[src/rtl/alu_pkg.sv]
// Shared encodings for the sequential ALU with RV32M multiply/divide.
package alu_pkg;

    localparam int unsigned OPSEL_W = 3;

    // Base-op selector
    localparam logic [OPSEL_W-1:0] OP_ADD     = 3'b000;
    localparam logic [OPSEL_W-1:0] OP_SLL     = 3'b001;
    localparam logic [OPSEL_W-1:0] OP_SLT     = 3'b010;
    localparam logic [OPSEL_W-1:0] OP_SLT_ALT = 3'b011;
    localparam logic [OPSEL_W-1:0] OP_XOR     = 3'b100;
    localparam logic [OPSEL_W-1:0] OP_SR      = 3'b101;
    localparam logic [OPSEL_W-1:0] OP_OR      = 3'b110;
    localparam logic [OPSEL_W-1:0] OP_AND     = 3'b111;

    // M-extension funct3
    localparam logic [OPSEL_W-1:0] F3_MUL    = 3'b000;
    localparam logic [OPSEL_W-1:0] F3_MULH   = 3'b001;
    localparam logic [OPSEL_W-1:0] F3_MULHSU = 3'b010;
    localparam logic [OPSEL_W-1:0] F3_MULHU  = 3'b011;
    localparam logic [OPSEL_W-1:0] F3_DIV    = 3'b100;
    localparam logic [OPSEL_W-1:0] F3_DIVU   = 3'b101;
    localparam logic [OPSEL_W-1:0] F3_REM    = 3'b110;
    localparam logic [OPSEL_W-1:0] F3_REMU   = 3'b111;

    typedef enum logic [1:0] {
        ST_IDLE = 2'b00,
        ST_MUL  = 2'b01,
        ST_DIV  = 2'b10,
        ST_DONE = 2'b11
    } state_e;

endpackage

[src/rtl/muldiv_core.sv]
// Iterative shift-add multiplier and restoring divider sharing one 2*XLEN register.
module muldiv_core
    import alu_pkg::*;
#(
    parameter int unsigned XLEN = 32
) (
    input  logic               i_clk,
    input  logic               i_rst,
    input  logic               i_start,
    input  logic [OPSEL_W-1:0] i_funct3,
    input  logic [XLEN-1:0]    i_op1,
    input  logic [XLEN-1:0]    i_op2,
    output logic               o_special_c,
    output logic [XLEN-1:0]    o_special_result_c,
    output logic               o_last_c,
    output logic [XLEN-1:0]    o_result_c
);

    localparam int unsigned SHW = $clog2(XLEN);
    localparam int unsigned CW  = SHW + 1;
    localparam logic [XLEN-1:0] MIN_INT = {1'b1, {(XLEN-1){1'b0}}};

    logic                  is_div;
    logic                  sgn1;
    logic                  sgn2;
    logic                  neg1;
    logic                  neg2;
    logic [XLEN-1:0]       mag1;
    logic [XLEN-1:0]       mag2;

    // acc_q: {high product, multiplier} for MUL*, {remainder, quotient} for DIV*
    logic [2*XLEN-1:0]     acc_q;
    logic [XLEN-1:0]       opb_q;
    logic [OPSEL_W-1:0]    f3_q;
    logic                  neg_q_q;
    logic                  neg_r_q;
    logic [CW-1:0]         cnt_q;

    logic [XLEN:0]         add_sum;
    logic [XLEN:0]         div_shift;
    logic [XLEN:0]         div_trial;
    logic                  div_ge;
    logic [2*XLEN-1:0]     acc_nxt;
    logic [2*XLEN-1:0]     prod_fix;
    logic [XLEN-1:0]       quo;
    logic [XLEN-1:0]       rem;

    // Operand signedness and magnitudes
    assign is_div = i_funct3[2];
    assign sgn1   = is_div ? ~i_funct3[0] : (i_funct3 != F3_MULHU);
    assign sgn2   = is_div ? ~i_funct3[0] : ~i_funct3[1];
    assign neg1   = sgn1 & i_op1[XLEN-1];
    assign neg2   = sgn2 & i_op2[XLEN-1];
    assign mag1   = neg1 ? -i_op1 : i_op1;
    assign mag2   = neg2 ? -i_op2 : i_op2;

    // Divide-by-zero and signed overflow finish without iterating
    always_comb begin
        o_special_c        = 1'b0;
        o_special_result_c = '0;
        if (is_div && (i_op2 == '0)) begin
            o_special_c        = 1'b1;
            o_special_result_c = i_funct3[1] ? i_op1 : '1;
        end else if (is_div && !i_funct3[0] && (i_op1 == MIN_INT) && (i_op2 == '1)) begin
            o_special_c        = 1'b1;
            o_special_result_c = i_funct3[1] ? '0 : MIN_INT;
        end
    end

    // One iteration step of either unit
    always_comb begin
        add_sum   = {1'b0, acc_q[2*XLEN-1:XLEN]} + (acc_q[0] ? {1'b0, opb_q} : '0);
        div_shift = acc_q[2*XLEN-1:XLEN-1];
        div_trial = div_shift - {1'b0, opb_q};
        div_ge    = ~div_trial[XLEN];
        if (f3_q[2]) begin
            acc_nxt = {(div_ge ? div_trial[XLEN-1:0] : div_shift[XLEN-1:0]),
                       acc_q[XLEN-2:0], div_ge};
        end else begin
            acc_nxt = {add_sum, acc_q[XLEN-1:1]};
        end
    end

    // Sign fix and result select, applied to the final step's value
    always_comb begin
        prod_fix = neg_q_q ? -acc_nxt : acc_nxt;
        quo      = acc_nxt[XLEN-1:0];
        rem      = acc_nxt[2*XLEN-1:XLEN];
        if (f3_q[2]) begin
            if (f3_q[1]) begin
                o_result_c = neg_r_q ? -rem : rem;
            end else begin
                o_result_c = neg_q_q ? -quo : quo;
            end
        end else if (f3_q == F3_MUL) begin
            o_result_c = prod_fix[XLEN-1:0];
        end else begin
            o_result_c = prod_fix[2*XLEN-1:XLEN];
        end
    end

    assign o_last_c = (cnt_q == CW'(1));

    always_ff @(posedge i_clk) begin
        if (i_rst) begin
            acc_q   <= '0;
            opb_q   <= '0;
            f3_q    <= '0;
            neg_q_q <= 1'b0;
            neg_r_q <= 1'b0;
            cnt_q   <= '0;
        end else if (i_start) begin
            acc_q   <= {{XLEN{1'b0}}, (is_div ? mag1 : mag2)};
            opb_q   <= is_div ? mag2 : mag1;
            f3_q    <= i_funct3;
            neg_q_q <= neg1 ^ neg2;
            neg_r_q <= neg1;
            cnt_q   <= CW'(XLEN);
        end else if (cnt_q != '0) begin
            acc_q   <= acc_nxt;
            cnt_q   <= cnt_q - CW'(1);
        end
    end

endmodule

[src/rtl/alu_mdu.sv]
// Execute-stage ALU: registered single-cycle base ops plus iterative RV32M behind valid/ready.
module alu_mdu
    import alu_pkg::*;
#(
    parameter int unsigned XLEN = 32
) (
    input  logic               i_clk,
    input  logic               i_rst,
    input  logic               i_valid,
    output logic               o_ready,
    input  logic               i_mext,
    input  logic [OPSEL_W-1:0] i_opsel,
    input  logic               i_sub,
    input  logic               i_unsigned,
    input  logic               i_arith,
    input  logic [XLEN-1:0]    i_op1,
    input  logic [XLEN-1:0]    i_op2,
    output logic               o_valid,
    output logic [XLEN-1:0]    o_result,
    output logic               o_eq,
    output logic               o_slt
);

    localparam int unsigned SHW = $clog2(XLEN);

    state_e            state_q;
    state_e            state_d;
    logic              can_accept;
    logic              accept;
    logic              busy;
    logic [SHW-1:0]    shamt;
    logic              op_eq;
    logic              op_lt;
    logic [XLEN-1:0]   base_res;
    logic              pend_eq_q;
    logic              pend_slt_q;

    logic              core_start;
    logic              core_special_c;
    logic [XLEN-1:0]   core_special_res_c;
    logic              core_last_c;
    logic [XLEN-1:0]   core_result_c;

    assign can_accept = (state_q == ST_IDLE) || (state_q == ST_DONE);
    assign o_ready    = can_accept & ~i_rst;
    assign accept     = i_valid & o_ready;
    assign busy       = (state_q == ST_MUL) || (state_q == ST_DIV);
    assign core_start = accept & i_mext & ~core_special_c;

    assign shamt = i_op2[SHW-1:0];
    assign op_eq = (i_op1 == i_op2);
    assign op_lt = i_unsigned ? (i_op1 < i_op2) : ($signed(i_op1) < $signed(i_op2));

    // Base-op datapath
    always_comb begin
        base_res = '0;
        case (i_opsel)
            OP_ADD:             base_res = i_sub ? (i_op1 - i_op2) : (i_op1 + i_op2);
            OP_SLL:             base_res = i_op1 << shamt;
            OP_SLT, OP_SLT_ALT: base_res = XLEN'(op_lt);
            OP_XOR:             base_res = i_op1 ^ i_op2;
            OP_SR:              base_res = i_arith ? XLEN'($signed(i_op1) >>> shamt)
                                                   : (i_op1 >> shamt);
            OP_OR:              base_res = i_op1 | i_op2;
            OP_AND:             base_res = i_op1 & i_op2;
            default:            base_res = '0;
        endcase
    end

    // Next-state logic
    always_comb begin
        state_d = state_q;
        case (state_q)
            ST_IDLE, ST_DONE: begin
                if (accept) begin
                    if (!i_mext || core_special_c) begin
                        state_d = ST_DONE;
                    end else if (i_opsel[2]) begin
                        state_d = ST_DIV;
                    end else begin
                        state_d = ST_MUL;
                    end
                end else begin
                    state_d = ST_IDLE;
                end
            end
            ST_MUL, ST_DIV: begin
                if (core_last_c) begin
                    state_d = ST_DONE;
                end
            end
            default: state_d = ST_IDLE;
        endcase
    end

    always_ff @(posedge i_clk) begin
        if (i_rst) begin
            state_q <= ST_IDLE;
            o_valid <= 1'b0;
        end else begin
            state_q <= state_d;
            o_valid <= (state_d == ST_DONE);
        end
    end

    // Result registers; compare flags of an iterative op wait for its result
    always_ff @(posedge i_clk) begin
        if (i_rst) begin
            o_result   <= '0;
            o_eq       <= 1'b0;
            o_slt      <= 1'b0;
            pend_eq_q  <= 1'b0;
            pend_slt_q <= 1'b0;
        end else if (accept && (!i_mext || core_special_c)) begin
            o_result <= i_mext ? core_special_res_c : base_res;
            o_eq     <= op_eq;
            o_slt    <= op_lt;
        end else if (accept) begin
            pend_eq_q  <= op_eq;
            pend_slt_q <= op_lt;
        end else if (busy && core_last_c) begin
            o_result <= core_result_c;
            o_eq     <= pend_eq_q;
            o_slt    <= pend_slt_q;
        end
    end

    muldiv_core #(
        .XLEN (XLEN)
    ) u_core (
        .i_clk              (i_clk),
        .i_rst              (i_rst),
        .i_start            (core_start),
        .i_funct3           (i_opsel),
        .i_op1              (i_op1),
        .i_op2              (i_op2),
        .o_special_c        (core_special_c),
        .o_special_result_c (core_special_res_c),
        .o_last_c           (core_last_c),
        .o_result_c         (core_result_c)
    );

endmodule

[config.mk]
export PLATFORM = sky130hd
export DESIGN_NAME = alu_mdu
export DESIGN_NICKNAME = d
export VERILOG_FILES = /design/src/rtl/alu_pkg.sv /design/src/rtl/muldiv_core.sv /design/src/rtl/alu_mdu.sv
export SDC_FILE = /design/constraint.sdc
export NUM_CORES = 1
export LEC_CHECK = 0
export CAP_MARGIN = 20
export CORE_ASPECT_RATIO = 0.7
export CORE_UTILIZATION = 33
export DETAILED_ROUTE_END_ITERATION = 10
export PLACE_DENSITY_LB_ADDON = 0.25
export SLEW_MARGIN = 0
export SYNTH_ARGS = -nofsm -noshare
export SYNTH_HDL_FRONTEND = slang
export SYNTH_SLANG_ARGS = --single-unit
export TNS_END_PERCENT = 10
[constraint.sdc]
create_clock -name i_clk -period 5.86 [get_ports i_clk]
set_input_delay 1.758 -clock i_clk [delete_from_list [all_inputs] [get_ports i_clk]]
set_output_delay 1.758 -clock i_clk [all_outputs]
set_load 0.02 [all_outputs]
# == Word level (Yosys, flattened, before mapping) ==
# Index checks and enable logic that the tools add are counted.
# totals
latchBits,0
romBits,0
in_bits,74
regBits,146
mem_count,0
ram_bits,0
wordCells,131
# op_classes
mux,44
bitwise,16
addsub,10
reduce_logical,24
n_lt_le_gt_ge,2
n_eq_ne,17
shift,3
mul,0
div_mod_pow,0
# op_table
operator,count
32-bit 2-to-1 mux,23
32-bit one-hot mux with 7 select lines,1
64-bit 2-to-1 mux,2
32-bit negator,4
32-bit == test (second input constant),2
32-bit less-than comparator,2
64-bit negator,1
32-bit by 32-bit adder with 33-bit output,1
33-bit by 32-bit subtractor with 33-bit output,1
32-bit adder,1
32-bit AND,1
32-bit == test,1
32-bit logical NOT,1
32-bit OR,1
32-bit by 5-bit << shifter with 32-bit output,1
32-bit by 5-bit right shift with 32-bit output,1
32-bit by 5-bit >>> shifter with 32-bit output,1
32-bit subtractor,1
32-bit XOR,1
3-bit == test (second input constant),4
6-bit 2-to-1 mux,2
1-bit 2-to-1 mux,11
2-bit 2-to-1 mux,4
2-bit OR reduction,4
20 further kinds,44

# == Logic depth before layout (Yosys ltp) ==
# depth
depth_word,11
depth_mapped,26
depth_no_buf,24

# == By module ==
# From an unflattened synthesis, not the netlist that was laid out.
# hier_totals
cells_unflattened,3757
hier_area_um2,25539.5
# by_module_without_submodules
module,seq_area_each_um2,n_inst,area_per_inst_um2,cells_per_inst
muldiv_core,2142.1,1,14894.3,2227
alu_mdu,780.7,1,10645.2,1530

# == Least setup slack after synthesis ==
# Ideal clock, no wire load.
# synth_timing
path_kind,input to register
from,input i_op2[2]
to,register o_result[30]
path_buffers,2
t_arrival_ns,5.860
setup_slack_ns,-0.091
cell_stages,17
path_cell_list,inv_2 buf_1 clkbuf_1 ha_1 nor2b_1 o21ai_0 a21oi_1 o311ai_0 a21oi_1 o221a_2 o41ai_1 a21oi_1 a211o_1 o41ai_1 xnor2_1 a21oi_1 a311oi_1
# synth_via
elab_chain_cells,8
word_cells_on_any_way,23
# synth_lines
item,line,text
"start, declared",alu_mdu.sv:17,"input logic [XLEN-1:0] i_op2,"
branches (longest 8 deep; another with 32-bit adder),-,
"end signal, assigned",alu_mdu.sv:115,o_result <= i_mext ? core_special_res_c : base_res;
"end signal, assigned",alu_mdu.sv:122,o_result <= core_result_c;
"end, declared",alu_mdu.sv:19,"output logic [XLEN-1:0] o_result,"
# Parallel ways; which one is timed is not known.
# A chain may end at the register's enable or synchronous reset.

# == Worst setup path in the final report ==
# layout_timing
from,register u_core.acc_q[31]
to,register o_result[12]
# layout_via
elab_chain_cells,10
word_cells_on_any_way,16
# layout_lines
item,line,text
"start, declared",muldiv_core.sv:32,logic [2*XLEN-1:0] acc_q;
"start signal, assigned",muldiv_core.sv:113,"acc_q <= {{XLEN{1'b0}}, (is_div ? mag1 : mag2)};"
"start signal, assigned",muldiv_core.sv:120,acc_q <= acc_nxt;
33-bit by 32-bit subtractor with 33-bit output,muldiv_core.sv:74,"div_trial = div_shift - {1'b0, opb_q};"
32-bit 2-to-1 mux / 1-bit NOT (equally long branches),"muldiv_core.sv:77, muldiv_core.sv:75",
64-bit 2-to-1 mux (*),muldiv_core.sv:76,if (f3_q[2]) begin
"64-bit negator, or another cell as far along",muldiv_core.sv:86,prod_fix = neg_q_q ? -acc_nxt : acc_nxt;
"64-bit 2-to-1 mux, or another cell as far along",muldiv_core.sv:86,
"32-bit 2-to-1 mux, on equally long branches","muldiv_core.sv:95, muldiv_core.sv:90",
32-bit 2-to-1 mux (*),muldiv_core.sv:89,if (f3_q[2]) begin
32-bit 2-to-1 mux (*),alu_mdu.sv:121,end else if (busy && core_last_c) begin
32-bit 2-to-1 mux (*),alu_mdu.sv:118,end else if (accept) begin
32-bit 2-to-1 mux (*),alu_mdu.sv:114,end else if (accept && (!i_mext || core_special_c)) begin
# Every way passes the cells marked *; elsewhere a longest branch is shown, timed or not. The select of a mux whose other input is x is not followed.

==> reports/summary.txt <==
Status - complete, no violations
Worst EP arrival - 6.01 ns
Port bufs - 109
Final core utilization - 0.397
First-pass GRT wire length - 180000 um
Syn Std Cell Area - 23900 sq um
TritonCTS clock tree - yes
FF+latch count, synth - 146
Top cells by area, synth - dfxtp_1, ha_1, a21oi_1
Hold_ws - 0.461 ns
Number of synthesized flops with an enable pin - 0
DP HPWL - 99900 um
Synth top area share - 0.122
Via count - 29.2k
Layout cells sized above 1 - 0.127
Antenna violations before repair - 1
Num ports - 110
Grt total ovfl - 0
Max-Cap Viols - 0
Clock root buffer - clkbuf_16
Die Span X - 324 um
Final antenna-violating net count - 0
H-Tree Depth - 4
Syn Area/Cell - 6.83 sq um
Vias per cell - 6.25
Net Count, Synth - 3754
Number of global-route vias before repair - 26.0k
Fill cells - 7566
Setup tns final - 0 ns
DR pass1 iterations - 6
Gr usage total - 0.330
Cell accounting for the most synthesized area - dfxtp_1
Fin area - 28500 sq um
GPL Wtd Cong - 1.09
Area grow syn2layout - 18.8%
Critical path class - reg2reg
Largest net degree at the start of global routing - 101
Yosys cell types - 101
Final Hold Fails - 0
Post-synthesis sequential area ratio - 0.122
Routed wire length - 124000 um
Layout Skew - 0.0232 ns
CTS Hold Bufs - 0
Leak - 11.5 nW
Final worst slack - 0.257 ns
Row count - 82
Relative slew slack - 0.257
Worst IR drop on VDD - 0.396 mV
Crit Path Max Fanout - 7
Final period util - 0.956
Routed WL per cell - 26.6 um
DP Area - 27600 sq um
Ys Warns - 0
Core outline area - 71700 sq um
Min-Delay Path Class - reg2reg
Min Tclk post-route - 5.60 ns
Worst Path Required - 6.27 ns
Clock Path Buffers - 3
Critical Path Sink Type - register
Die height - 227 um
Worst setup SP type - register
Total die area - 73700 sq um
Starting Density - 0.334
CTS buffer count - 25
DRC - 0
Top_reg_cell synth - dfxtp_1
Pre-CTS WS - -0.107 ns
Async S/R FF share, synth - 0
Final Setup Violations - 0
Fmax - 178 MHz
Iter 0 DRT Violations - 4346
Clock Sinks - 146
Worst skew pair latency - 0.52 ns
Final max-slew violation count - 0
Mapped Cells - 3508
Worst Max-Slew Pin Slew - 1.11 ns
Power density of the placed cells - 427 nW/um^2
Worst-path clk slew - 0.06 ns
Final Net Count - 3944
[repair_timing]
action,4_1_cts,5_1_grt
resized for setup,0,13
buffers inserted,0,1
setup endpoints to repair,0,21
[flip-flops by register name (all words and copies together), names as in the netlist]
| name | count |
|---|---|
| o_eq | 1 |
| o_result | 32 |
| o_slt | 1 |
| o_valid | 1 |
| pend_eq_q | 1 |
| pend_slt_q | 1 |
| state_q | 2 |
| u_core.acc_q | 64 |
| u_core.cnt_q | 6 |
| u_core.f3_q | 3 |
| u_core.neg_q_q | 1 |
| u_core.neg_r_q | 1 |
| u_core.opb_q | 32 |
[cells in the mapped netlist, types with 18 or more instances]
library cell / instances
o31ai_1: 49
and2_1: 53
nand3_1: 84
o21bai_1: 33
nor2_1: 354
nand2_1: 359
o21ai_0: 294
ha_1: 168
buf_1: 40
inv_1: 158
o221ai_1: 22
a211oi_1: 69
nor3_1: 111
nand4_1: 42
xnor2_1: 150
a21oi_1: 308
and3_1: 19
xor2_1: 48
a211o_1: 18
a31oi_1: 41
nor4_1: 26
or3_1: 23
o211ai_1: 99
a21o_1: 55
clkbuf_1: 205
mux4_2: 28
a221oi_1: 50
dfxtp_1: 146
nand2b_1: 22
o22ai_1: 27
a22oi_1: 20
mux2i_1: 110
[cells by family (layout without fill, tap and decap cells)]
kind of cell             Yosys count  in the layout  share of synthesized area
AO/OA/AOI/OAI                   1247           1247                      0.342
AND/OR/NAND/NOR                 1168           1168                      0.226
buffers and inverters            427            623                     0.0687
XOR/XNOR                         198            198                     0.0724
adder cells (fa/ha/maj)          172            172                     0.0911
multiplexers                     150            150                     0.0780
flip-flops                       146            146                      0.122
other                              0              2                          0
[worst max-delay path, cell delays in order, from the launching register on]
cell and delay [ns]:
dfxtp_2 0.39, inv_1 0.11, ha_1 0.20, inv_1 0.07
fa_2 0.37, a211oi_2 0.32, o211ai_2 0.23, nand4_4 0.22
a2111oi_4 0.11, buf_4 0.19, nor4_4 0.35, nor3_2 0.12
nor2_2 0.15, ha_1 0.20, o2111ai_2 0.17, nor3_2 0.23
buf_4 0.17, nand4_1 0.15, or2_2 0.35, or3_1 0.31
buf_4 0.20, nor2_1 0.13, a41o_1 0.20, xnor2_1 0.07
o211a_1 0.22, o41ai_1 0.25
[power breakdown]
group | total (mW) | switching, mW | leakage [nW] | internal, mW
registers | 1.65 | 0.379 | 1.20 | 1.27
logic | 9.12 | 5.72 | 9.91 | 3.40
clock network | 1.37 | 0.518 | 0.357 | 0.856
total | 12.1 | 6.62 | 11.5 | 5.53
[metrics by stage]
| step | total power, mW | cells |
|---|---|---|
| floorplan | 7.24 | 3508 |
| global placement | 10.3 | 4635 |
| detailed placement | 10.3 | 4635 |
| CTS | 11.7 | 4668 |
| global route | 12.9 | 4670 |
| finish | 12.1 | 4672 |
[cells in the final DEF, fill, tap and decap left out, drive strengths merged, types with 45 or more instances in the layout]
| cell type | synthesis | layout |
|---|---|---|
| xor2 | 48 | 48 |
| ha | 168 | 168 |
| nand4 | 45 | 45 |
| nor3 | 116 | 116 |
| a221oi | 50 | 50 |
| o31ai | 49 | 49 |
| clkdlybuf4s50 | 0 | 99 |
| nand2 | 359 | 359 |
| xnor2 | 150 | 150 |
| inv | 160 | 160 |
| a21oi | 309 | 309 |
| o21ai | 303 | 303 |
| and2 | 54 | 54 |
| buf | 57 | 326 |
| a21o | 55 | 55 |
| mux2i | 110 | 110 |
| dfxtp | 146 | 146 |
| nor2 | 356 | 356 |
| a211oi | 70 | 70 |
| o211ai | 100 | 100 |
| nand3 | 87 | 87 |
[per-layer routing]
metal  global-route usage  routed length [um]  vias up
met5              0.00850                  89        -
met4               0.0578                2260        2
met3                0.116               17800      145
met2                0.422               45200     1856
met1                0.512               58800    13843
li1                     -                   -    13336
[area by class of cell]
class                   instances  area [sq um]  area share
multi-input cells            2935         19500       0.684
repair buffers                425          3500       0.123
flip-flops and latches        146          2930       0.103
well taps                     966          1210      0.0425
clock buffers                  31           688      0.0242
inverters                     165           619      0.0218
clock inverters                 2          35.0     0.00123
diodes                          2          5.00    0.000176
[final timing paths]
path	to	startpoint	slack [ns]	depth (start not counted)
max	o_result[12]$_SDFFE_PP0P_	u_core.acc_q[31]$_SDFFE_PP0P_	0.26	25
min	pend_eq_q$_SDFFE_PP0P_	pend_eq_q$_SDFFE_PP0P_	0.46	2
max reg2reg	o_result[12]$_SDFFE_PP0P_	u_core.acc_q[31]$_SDFFE_PP0P_	0.26	25
min reg2reg	pend_eq_q$_SDFFE_PP0P_	pend_eq_q$_SDFFE_PP0P_	0.46	2
(Power assumes the default switching activity.)
